$ cat config.mk
export PLATFORM = sky130hd
export DESIGN_NAME = sseg_scan_mux
export DESIGN_NICKNAME = d
export VERILOG_FILES = /design/src/rtl/sseg_scan_mux.sv
export SDC_FILE = /design/constraint.sdc
export NUM_CORES = 1
export LEC_CHECK = 0
export CAP_MARGIN = 20
export CORE_ASPECT_RATIO = 1.75
export CORE_MARGIN = 3
export CORE_UTILIZATION = 55
export CTS_BUF_LIST = sky130_fd_sc_hd__clkbuf_4
export CTS_CLUSTER_SIZE = 20
export DETAILED_ROUTE_END_ITERATION = 10
export GPL_TIMING_DRIVEN = 0
export HOLD_SLACK_MARGIN = 0.02
export PLACE_DENSITY_LB_ADDON = 0.15
export SETUP_SLACK_MARGIN = 0.02
export SKIP_LAST_GASP = 1
export SLEW_MARGIN = 20
export SYNTH_ARGS = -nofsm -noshare
export SYNTH_HDL_FRONTEND = slang
export SYNTH_SLANG_ARGS = --single-unit
export TNS_END_PERCENT = 50
$ cat constraint.sdc
create_clock -name clk -period 4.1 [get_ports clk]
set_clock_uncertainty 0.2 [all_clocks]
set_input_delay 1.025 -clock clk [delete_from_list [all_inputs] [get_ports clk]]
set_output_delay 1.025 -clock clk [all_outputs]
set_load 0.01 [all_outputs]
$ cat src/rtl/sseg_scan_mux.sv
// sseg_scan_mux: time-multiplexed seven-segment scan driver for N_DIGITS
// common-anode digits.
//
// A frame of segment patterns is captured into a pending buffer by a load
// strobe. It is promoted to the active (displayed) buffer only at the scan
// wrap, so a frame never changes part-way through a scan. Each digit slot
// lasts 2^DIV_LOG2 clocks. The top BW prescaler bits are compared against
// 'bright' to PWM the digit. The first cycle of every slot is dark, so the
// previous digit's segments never ghost onto the next anode.
//
// Optional feature: define SSEG_SCAN_MUX_BLINK_EN to add the blink_mask input.
// Masked digits then go dark for 2^BLINK_LOG2 frames out of every
// 2^(BLINK_LOG2+1) frames.
//
// Ports:
//   clk         rising-edge clock
//   reset       asynchronous active-low reset (0 = reset)
//   din         8*N_DIGITS segment patterns, active-low; byte k -> digit k
//   load        one-cycle strobe capturing din as the next frame
//   blank_mask  1 = digit k forced dark (sampled live)
//   blink_mask  (SSEG_SCAN_MUX_BLINK_EN only) 1 = digit k blinks
//   bright      brightness level, 0 = dimmest, all-ones = full (sampled live)
//   an          anode enables, active-low, at most one low
//   sseg        segment drive, active-low
//   busy        a loaded frame is waiting for the next scan wrap
//   frame_tick  one-cycle pulse in the cycle after the scan wraps to digit 0

module sseg_scan_mux #(
    parameter int N_DIGITS   = 8,
    parameter int DIV_LOG2   = 10,
    parameter int BW         = 4,
    parameter int BLINK_LOG2 = 5
) (
    input  logic                  clk,
    input  logic                  reset,
    input  logic [8*N_DIGITS-1:0] din,
    input  logic                  load,
    input  logic [N_DIGITS-1:0]   blank_mask,
`ifdef SSEG_SCAN_MUX_BLINK_EN
    input  logic [N_DIGITS-1:0]   blink_mask,
`endif
    input  logic [BW-1:0]         bright,
    output logic [N_DIGITS-1:0]   an,
    output logic [7:0]            sseg,
    output logic                  busy,
    output logic                  frame_tick
);

    localparam int IW = $clog2(N_DIGITS);

    logic [DIV_LOG2-1:0] pcnt;
    logic [IW-1:0]       idx;
    logic                slot_end;
    logic                frame_wrap;
    logic [7:0]          active  [N_DIGITS];
    logic [7:0]          pending [N_DIGITS];
    logic [N_DIGITS-1:0] blink_off;
    logic [N_DIGITS-1:0] one_hot;
    logic                digit_on;

    assign slot_end   = &pcnt;
    assign frame_wrap = slot_end && (idx == IW'(N_DIGITS - 1));

    // Scan timing: prescaler, digit index, frame pulse
    always_ff @(posedge clk or negedge reset) begin
        if (!reset) begin
            pcnt       <= '0;
            idx        <= '0;
            frame_tick <= 1'b0;
        end else begin
            pcnt       <= pcnt + 1'b1;
            frame_tick <= frame_wrap;
            if (slot_end) begin
                idx <= frame_wrap ? '0 : idx + 1'b1;
            end
        end
    end

    // Double buffer. A load that coincides with the wrap goes straight to
    // active. Whatever was pending is stale at that point and is dropped.
    always_ff @(posedge clk or negedge reset) begin
        if (!reset) begin
            for (int k = 0; k < N_DIGITS; k++) begin
                active[k]  <= 8'hFF;
                pending[k] <= 8'hFF;
            end
            busy <= 1'b0;
        end else if (load && frame_wrap) begin
            for (int k = 0; k < N_DIGITS; k++) begin
                active[k] <= din[8*k +: 8];
            end
            busy <= 1'b0;
        end else if (load) begin
            for (int k = 0; k < N_DIGITS; k++) begin
                pending[k] <= din[8*k +: 8];
            end
            busy <= 1'b1;
        end else if (frame_wrap && busy) begin
            active <= pending;
            busy   <= 1'b0;
        end
    end

`ifdef SSEG_SCAN_MUX_BLINK_EN
    logic [BLINK_LOG2-1:0] fcnt;
    logic                  blink_phase;

    always_ff @(posedge clk or negedge reset) begin
        if (!reset) begin
            fcnt        <= '0;
            blink_phase <= 1'b0;
        end else if (frame_wrap) begin
            fcnt <= fcnt + 1'b1;
            if (&fcnt) begin
                blink_phase <= ~blink_phase;
            end
        end
    end

    assign blink_off = blink_mask & {N_DIGITS{blink_phase}};
`else
    assign blink_off = '0;
`endif

    // pcnt == 0 is the dead cycle. Otherwise the slot stays lit while the
    // top BW prescaler bits have not passed the brightness level.
    assign digit_on = (pcnt != '0)
                   && (pcnt[DIV_LOG2-1 -: BW] <= bright)
                   && !blank_mask[idx]
                   && !blink_off[idx];

    assign one_hot = N_DIGITS'(1) << idx;

    // Output register: one cycle behind the counter state
    always_ff @(posedge clk or negedge reset) begin
        if (!reset) begin
            an   <= '1;
            sseg <= 8'hFF;
        end else begin
            an   <= digit_on ? ~one_hot : '1;
            sseg <= digit_on ? active[idx] : 8'hFF;
        end
    end

endmodule

* Word level (Yosys, flattened, before mapping)
Memory sizes are Yosys's and may differ from the RTL's. Index checks and enable logic that the tools add are counted.
Word-level totals: register bits after elaboration 159, bits in read-only memories 8, bits of input ports 79, output and inout bits 18, word-level logic and storage cells 63, memories kept 1
Memories:
- (name not given) | words 8, width 1, rd ports 1, clocked after Yosys merged registers in 0, write ports 0, RTL line 130 | && !blink_off[idx];
Cells by class: $add $sub $neg 2, magnitude comparators 3, equality and inequality tests 2, shift operators 1, mux-type cells 15, bitwise logic cells 3, reductions and logical operators 14
Operators by type and width (number):
- two-way mux 64 bit | 3
- two-way mux 8 bit | 4
- binary-select mux 8 bit (select 3 bit) | 1
- adder 10 x 1 -> 10 bit, second input constant | 1
- AND reduction 10 bit | 1
- nonzero test 10 bit | 1
- inverter 8 bit | 1
- << shifter 1 x 3 -> 8 bit, first input constant | 1
- logical AND 1 bit | 6
- two-way mux 1 bit | 5
- greater-or-equal comparator 4 bit, second input constant | 1
- less-or-equal comparator 4 bit | 1
- < comparator 3 x 4 -> 1 bit, second input constant | 1
- inverter 3 -> 4 bit | 1
- AND reduction 2 bit | 2
- adder 3 x 1 -> 3 bit, second input constant | 1
- binary-select mux 1 bit (select 3 bit) | 1
- == test 3 bit, second input constant | 1
- two-way mux 3 bit | 1
- nonzero test 3 bit | 1
- zero test 1 bit | 2
- inequality test 2 x 1 -> 1 bit, second input constant | 1
- nonzero test 2 bit | 1
- inverter 1 bit | 1

* Logic depth before layout (Yosys ltp)
Gate-level depths: netlist (run 1).
depth in word-level cells 6, mapped depth 9, depth with buffers taken out 6

* Least setup slack after synthesis (run 1)
OpenSTA, ideal clock, no wires.
path type input-to-reg, from input port load, to register active[22] in the netlist's numbering, arrival 2.381 ns, data required time 3.808 ns, setup slack 1.428 ns, stages 8, buffers on the path 4, cell sequence clkbuf_1 o21ai_0 or4_2 buf_2 buf_6 buf_6 nand2_1 o21ai_0
On the way: cells in the longest elaborated chain, start to end 3, elaborated cells between the ends (all ways) 5, those cells by class eq/ne (1); mux (1); reduce/logical (3)
RTL lines:
- from (decl) | RTL line 37 | input logic load,
- logical AND 1 bit | RTL line 88 | end else if (load && frame_wrap) begin
- inequality test 2 x 1 -> 1 bit (no source line) / nonzero test 2 bit (equally long branches)
- AND reduction 2 bit (no source line)
- to (signal, indexed assignment) | RTL line 90 | active[k] <= din[8*k +: 8];
- to (signal assigned) | RTL line 99 | active <= pending;
- to (decl) | RTL line 55 | logic [7:0] active [N_DIGITS];
Parallel ways exist; a longest one is shown, timed or not. A chain may end at the register's enable or synchronous reset.

* Worst setup path after layout (run 1)
from register an[1], to output port an[1]
RTL lines:
- from (decl) | RTL line 43 | output logic [N_DIGITS-1:0] an,
- from (signal assigned) | RTL line 140 | an <= digit_on ? ~one_hot : '1;
No word-level cell between the ends.

==> results of run 1 <==
==> layer usage <==
layer,up-vias,track usage,part of all wire
met5,-,0,0
met4,0,0.110,0.045
met3,44,0.0489,0.041
met2,150,0.422,0.54
met1,2463,0.273,0.37
li1,2226,-,-
==> through the flow <==
stage                     setup WS (ns)  area, um2
after floorplan                    1.43       7570
after global placement            -4.00       8740
after detailed placement          0.904       8780
after CTS                          1.21       9070
after global routing               1.17       9070
final                              1.25       9070
==> power groups by stage <==
stage               Sequential, mW  Combinational, mW  Clock [mW]
finish                        1.73              0.365       0.985
global route                  1.74              0.393        1.07
CTS                           1.73              0.370       0.997
detailed placement            1.75              0.368           0
global placement              1.75              0.355           0
floorplan                     1.74              0.196           0
==> layout make-up <==
cell class / instances / share of cell area
sequential: 159 / 0.458
multi-input combinational: 365 / 0.346
timing repair buffer: 96 / 0.108
buffer: 35 / 0.0259
tap: 174 / 0.0240
clock buffer: 20 / 0.0165
clock inverter: 12 / 0.0159
inverter: 10 / 0.00414
antenna: 1 / 0.000276
==> placed cells by master (no fill, tap or decap), types with 17 or more instances in the layout <==
cell type | synthesis | layout
dfstp_2 | 144 | 144
o21ai_0 | 65 | 65
nand2_1 | 88 | 88
mux2i_1 | 64 | 64
clkdlybuf4s50_1 | 0 | 94
mux4_2 | 18 | 18
mux2_4 | 60 | 60
clkbuf_4 | 0 | 20
clkbuf_1 | 17 | 17
nand3_1 | 20 | 20
==> cells by family after synthesis <==
logic type	count (synthesis)	synth area share
and+or+nand+nor	127	0.0727
adders and majority gates	12	0.0198
xor gates and xnor gates	8	0.00925
AOI/OAI and AO/OA	71	0.0487
muxes	147	0.264
DFF	159	0.549
buffers and inverters	45	0.0360
==> state kept, by name (all words and copies together), names as in the netlist <==
register,count
active,64
an,8
busy,1
frame_tick,1
idx,3
pcnt,10
pending,64
sseg,8
==> worst reg2reg max path, stage by stage (launching register included) <==
cell and delay (ns):
dfrtp_1 0.42, ha_1 0.22, nand3_2 0.12, or3_1 0.41
buf_6 0.15, o21ai_4 0.54, buf_8 0.28, mux2_4 0.32
==> path summary, 6_finish.rpt <==
path,start,end,slack [ns],cells after the start
max,an[1]$_DFF_PN1_,an[1],1.25,1
min,reset,idx[0]$_DFFE_PN0P_,0.26,1
max reg2reg,pcnt[0]$_DFF_PN0_,pending[2]$_DFFE_PN1P_,1.38,7
min reg2reg,active[25]$_DFFE_PN1P_,active[25]$_DFFE_PN1P_,0.28,2
max in group asynchronous,reset,pending[36]$_DFFE_PN1P_,2.63,2
min in group clk,active[25]$_DFFE_PN1P_,active[25]$_DFFE_PN1P_,0.28,2
==> results.md, run 1 <==
- Status: completed
- Most frequent cell after synthesis: dfstp_2
- First-pass GRT wire length: 27500 um
- Buffers & Inverters on Critical Path: 1
- Sw frac: 0.237
- Yosys warnings: 0
- RD Place Congestion: 0.885
- Die area: 15300 um2
- DRT Wirelength: 17000 um
- Mapped Cells: 569
- Clock Tree Buf Depth: 2
- DR DRC count: 0
- Hold Violations, Final: 0
- Post-CTS resize count: 0
- Worst-path cell chain: clkdlybuf4s50_1
- Top-level port count: 97
- Largest net degree at the start of global routing: 93
- Drt pass-1 iters: 5
- H-tree levels: 4
- Slowest cell delay on critical path: 0.54 ns
- Worst path slowest cell: dfstp_2
- Maximum capacitance violations: 0
- Post-Syn Nets: 660
- GRT Overall Usage: 0.239
- Hold_buf cts: 0
- Tmin final: 2.85 ns
- Placed insts: 839
- Clk_lat worst skew: 0.55 ns
- Async SR Flop Fraction: 1.00
- Gate power share: 0.118
- CP startpoint kind: flip-flop
- WHS: 0.255 ns
- Starting Density: 0.563
- Sequential Power Share: 0.562
- Post-route core utilization: 0.674
- Seq/Total Area, Yosys: 0.549
- DR iter-0 viols: 290
- Worst path top cell family by delay: flip-flops
- RSZ-0062 raised after global routing: false
- Clk slew on worst S/H paths: 0.14 ns
- CTS buffer count: 17
- Layout cell share with drive strength beyond 1: 0.397
- Slew HR: 0.471
- EDFF count, synth: 0
- Yosys top cell by area: dfstp_2
- Width of the die: 94.7 um
- Setup TNS: 0 ns
- Max Transition Viols Final: 0
- Top cells by instance count after synthesis: dfstp_2 (144), nand2_1 (88), o21ai_0 (65), mux2i_1 (64), mux2_4 (60)
- Synth Flop Type: dfstp_2
- Leakage: 3.75 nW
- Critical path class: flip-flop to output pin
- Routed WL per cell: 19.5 um
- # rows: 56
- Global route overflow: 0
- Vias in the first global route: 5330
- Setup violations, final: 0
- Max VDD drop: 0.269 mV
- Internal: 2.35 mW
- Syn Area/Cell: 13.3 um2
- Worst Path Arrival: 1.63 ns
- Nets: 775
- Root buffer cell: clkbuf_4
- Largest fanout on the critical path: 1
- Worst hold-check path type: primary input to asynchronous set/reset pin
- Cell Area, Synth: 7570 um2
- Final Non-Filler Cells: 872
- Routed Antenna Nets: 0
- Pwr Total: 3.08 mW
- Via count: 4883
- Power share of the clock group: 0.320
- Buffers on Ports: 95
- Area growth syn-to-layout: 19.8%
- FF/Latch Area: 4160 um2
- Number of synthesized register bits: 159
- Fillers: 991
- CTS tree: yes
- Worst-Margin Slew: 0.794 ns
- Post-CTS setup buffer count: 0
- Power Dens Cells: 339 nW/um2
- Switching power: 0.731 mW
- Synth area leaders: dfstp_2 (50%), mux2_4 (12%), mux2i_1 (8.5%)
- Fin crit share: 0.695
- Post-synth cell types: 35
- FMAX: 351 MHz
- DIE HEIGHT: 161 um
- Core area: 13500 um2
- Multi-input gate area: 3140 um2
- HPWL after DPL: 12600 um
- Drt via density: 5.60
- Clk sinks: 159
- Crit end category: output pin
- Required @ worst endpoint: 2.87 ns
- Area share of the largest cell type after synthesis: 0.500
- Initial antenna violation count: 1
(Power assumes the default switching activity.)
==> inputs of run 2 (changes only) <==
Settings changed: CORE_UTILIZATION 55 to 52.
Clock period 4.1 ns to 2.6 ns, I/O delays scaled along.
==> results.md, run 2 (synthesized netlist as in run 1, its figures left out) <==
- Status: completed
- Sequential Power Share: 0.560
- Clk slew on worst S/H paths: 0.13 ns
- Die area: 16100 um2
- FMAX: 401 MHz
- Switching power: 1.20 mW
- Worst-Margin Slew: 0.773 ns
- Power share of the clock group: 0.320
- Drt pass-1 iters: 4
- Required @ worst endpoint: 1.75 ns
- Cell count along the critical path: 1
- WHS: 0.279 ns
- Sw frac: 0.246
- Starting Density: 0.539
- Core area: 14000 um2
- Initial antenna violation count: 1
- Fillers: 1064
- R2R depth: 9
- First-pass GRT wire length: 27900 um
- Slowest cell delay on critical path: 0.56 ns
- # rows: 57
- DIE HEIGHT: 166 um
- Hold depth: 2
- H-tree levels: 4
- Fin crit share: 0.959
- FF/Latch Area: 4160 um2
- RSZ-0062 raised after global routing: true
- Worst path top cell family by delay: flip-flops
- Worst path slowest cell: dfstp_2
- Commonest non-fill, non-tap cell in the layout: dfstp_2
- Buffers on Ports: 95
- CTS buffer count: 17
- Crit end category: output pin
- Area growth syn-to-layout: 20.8%
- Multi-input gate area: 3150 um2
- Clock Tree Buf Depth: 2
- Internal: 3.68 mW
- Root buffer cell: clkbuf_4
- Top flop regs: active x64, pending x64, pcnt x10
- Max Transition Viols Final: 0
- Vias in the first global route: 5353
- Largest net degree at the start of global routing: 84
- Leakage: 3.79 nW
- DRT Wirelength: 17100 um
- Max VDD drop: 0.340 mV
- Layout cell share with drive strength beyond 1: 0.417
- Routed Antenna Nets: 0
- Buffers & Inverters on Critical Path: 1
- Maximum capacitance violations: 0
- Global route overflow: 0
- Via count: 4825
- Slew HR: 0.485
- Critical path class: flip-flop to output pin
- RD Place Congestion: 0.847
- Width of the die: 97.2 um
- Top-level port count: 97
- GRT Overall Usage: 0.219
- Worst Path Arrival: 1.64 ns
- Tmin final: 2.49 ns
- Setup violations, final: 0
- Clk sinks: 159
- Largest fanout on the critical path: 1
- Power Dens Cells: 533 nW/um2
- Worst-path cell chain: clkdlybuf4s50_1
- CP startpoint kind: flip-flop
- DR DRC count: 0
- Commonest non-fill, non-tap cells in the layout: dfstp_2 (144), clkdlybuf4s50_1 (94), nand2_1 (88)
- Clk_lat worst skew: 0.56 ns
- CTS tree: yes
- Post-route core utilization: 0.651
- HPWL after DPL: 12800 um
- Nets: 780
- Hold Violations, Final: 0
- DR iter-0 viols: 173
- Gate power share: 0.120
- Routed WL per cell: 19.4 um
- Drt via density: 5.48
- Worst hold-check path type: flip-flop to flip-flop
run 2: cell types whose count changed in the layout (fill, tap and decap cells not counted), moves of 3 or more:
cell,previous run,this run
buf_4,0,4
clkbuf_1,17,8
clkbuf_2,0,9
clkbuf_4,20,17
run 2: worst register-to-register path: cells and delay by family (launching register included):
family          cells  cell delay, ns
compound gates      2            0.17
fa+ha+maj           2            0.44
buf+inv             3            0.50
flops               1            0.43
simple gates        2            0.66
run 2: area by class of cell:
| type | instances | share of cell area |
|---|---|---|
| multi-input cells | 365 | 0.344 |
| inverters | 10 | 0.00410 |
| clock inverters | 15 | 0.0185 |
| well taps | 177 | 0.0242 |
| repair buffers | 101 | 0.113 |
| flip-flops and latches | 159 | 0.455 |
| plain buffers | 35 | 0.0272 |
| clock buffers | 17 | 0.0139 |
| diodes | 1 | 0.000274 |
run 2: timing repair:
action	in CTS	in global routing
hold buffers	1	0
setup endpoints to repair	124	66
hold endpoints to repair	12	0
pin swaps	1	0
gates resized for setup	6	15
buffers inserted	2	2
run 2: final timing paths:
kind                                          end                   start  slack (ns)
setup / recovery                          sseg[2]       sseg[2]$_DFF_PN1_        0.11
hold / removal             active[26]$_DFFE_PN1P_  active[26]$_DFFE_PN1P_        0.28
setup reg to reg           active[12]$_DFFE_PN1P_      idx[1]$_DFFE_PN0P_        0.13
hold reg to reg            active[26]$_DFFE_PN1P_  active[26]$_DFFE_PN1P_        0.28
max in group asynchronous  active[16]$_DFFE_PN1P_                   reset        0.92
min in group asynchronous       pcnt[8]$_DFF_PN0_                   reset        0.45
run 2: power groups by stage:
stage	Sequential, mW	Clock [mW]	Combinational [mW]
global placement	2.75	0	0.560
CTS	2.73	1.58	0.591
global route	2.75	1.68	0.627
finish	2.73	1.56	0.583
detailed placement	2.76	0	0.581
floorplan	2.75	0	0.310
run 2: per-stage QoR:
step / instance area (um2) / worst slack, ns / power, mW / TNS (ns) / cells
floorplan: 7570 / 0.303 / 3.06 / 0 / 569
global placement: 8750 / -5.12 / 3.32 / -553.67 / 841
detailed placement: 8780 / -0.238 / 3.35 / -4.51 / 842
CTS: 9120 / 0.0293 / 4.90 / 0 / 877
global route: 9150 / 0.0143 / 5.05 / 0 / 880
finish: 9150 / 0.105 / 4.88 / 0 / 880
run 2: routing by layer:
layer  share of wire  up-vias  global-route usage
li1                -     2235                   -
met1            0.39     2430               0.254
met2            0.54      118               0.389
met3           0.035       42              0.0370
met4           0.043        0               0.108
met5               0        -                   0
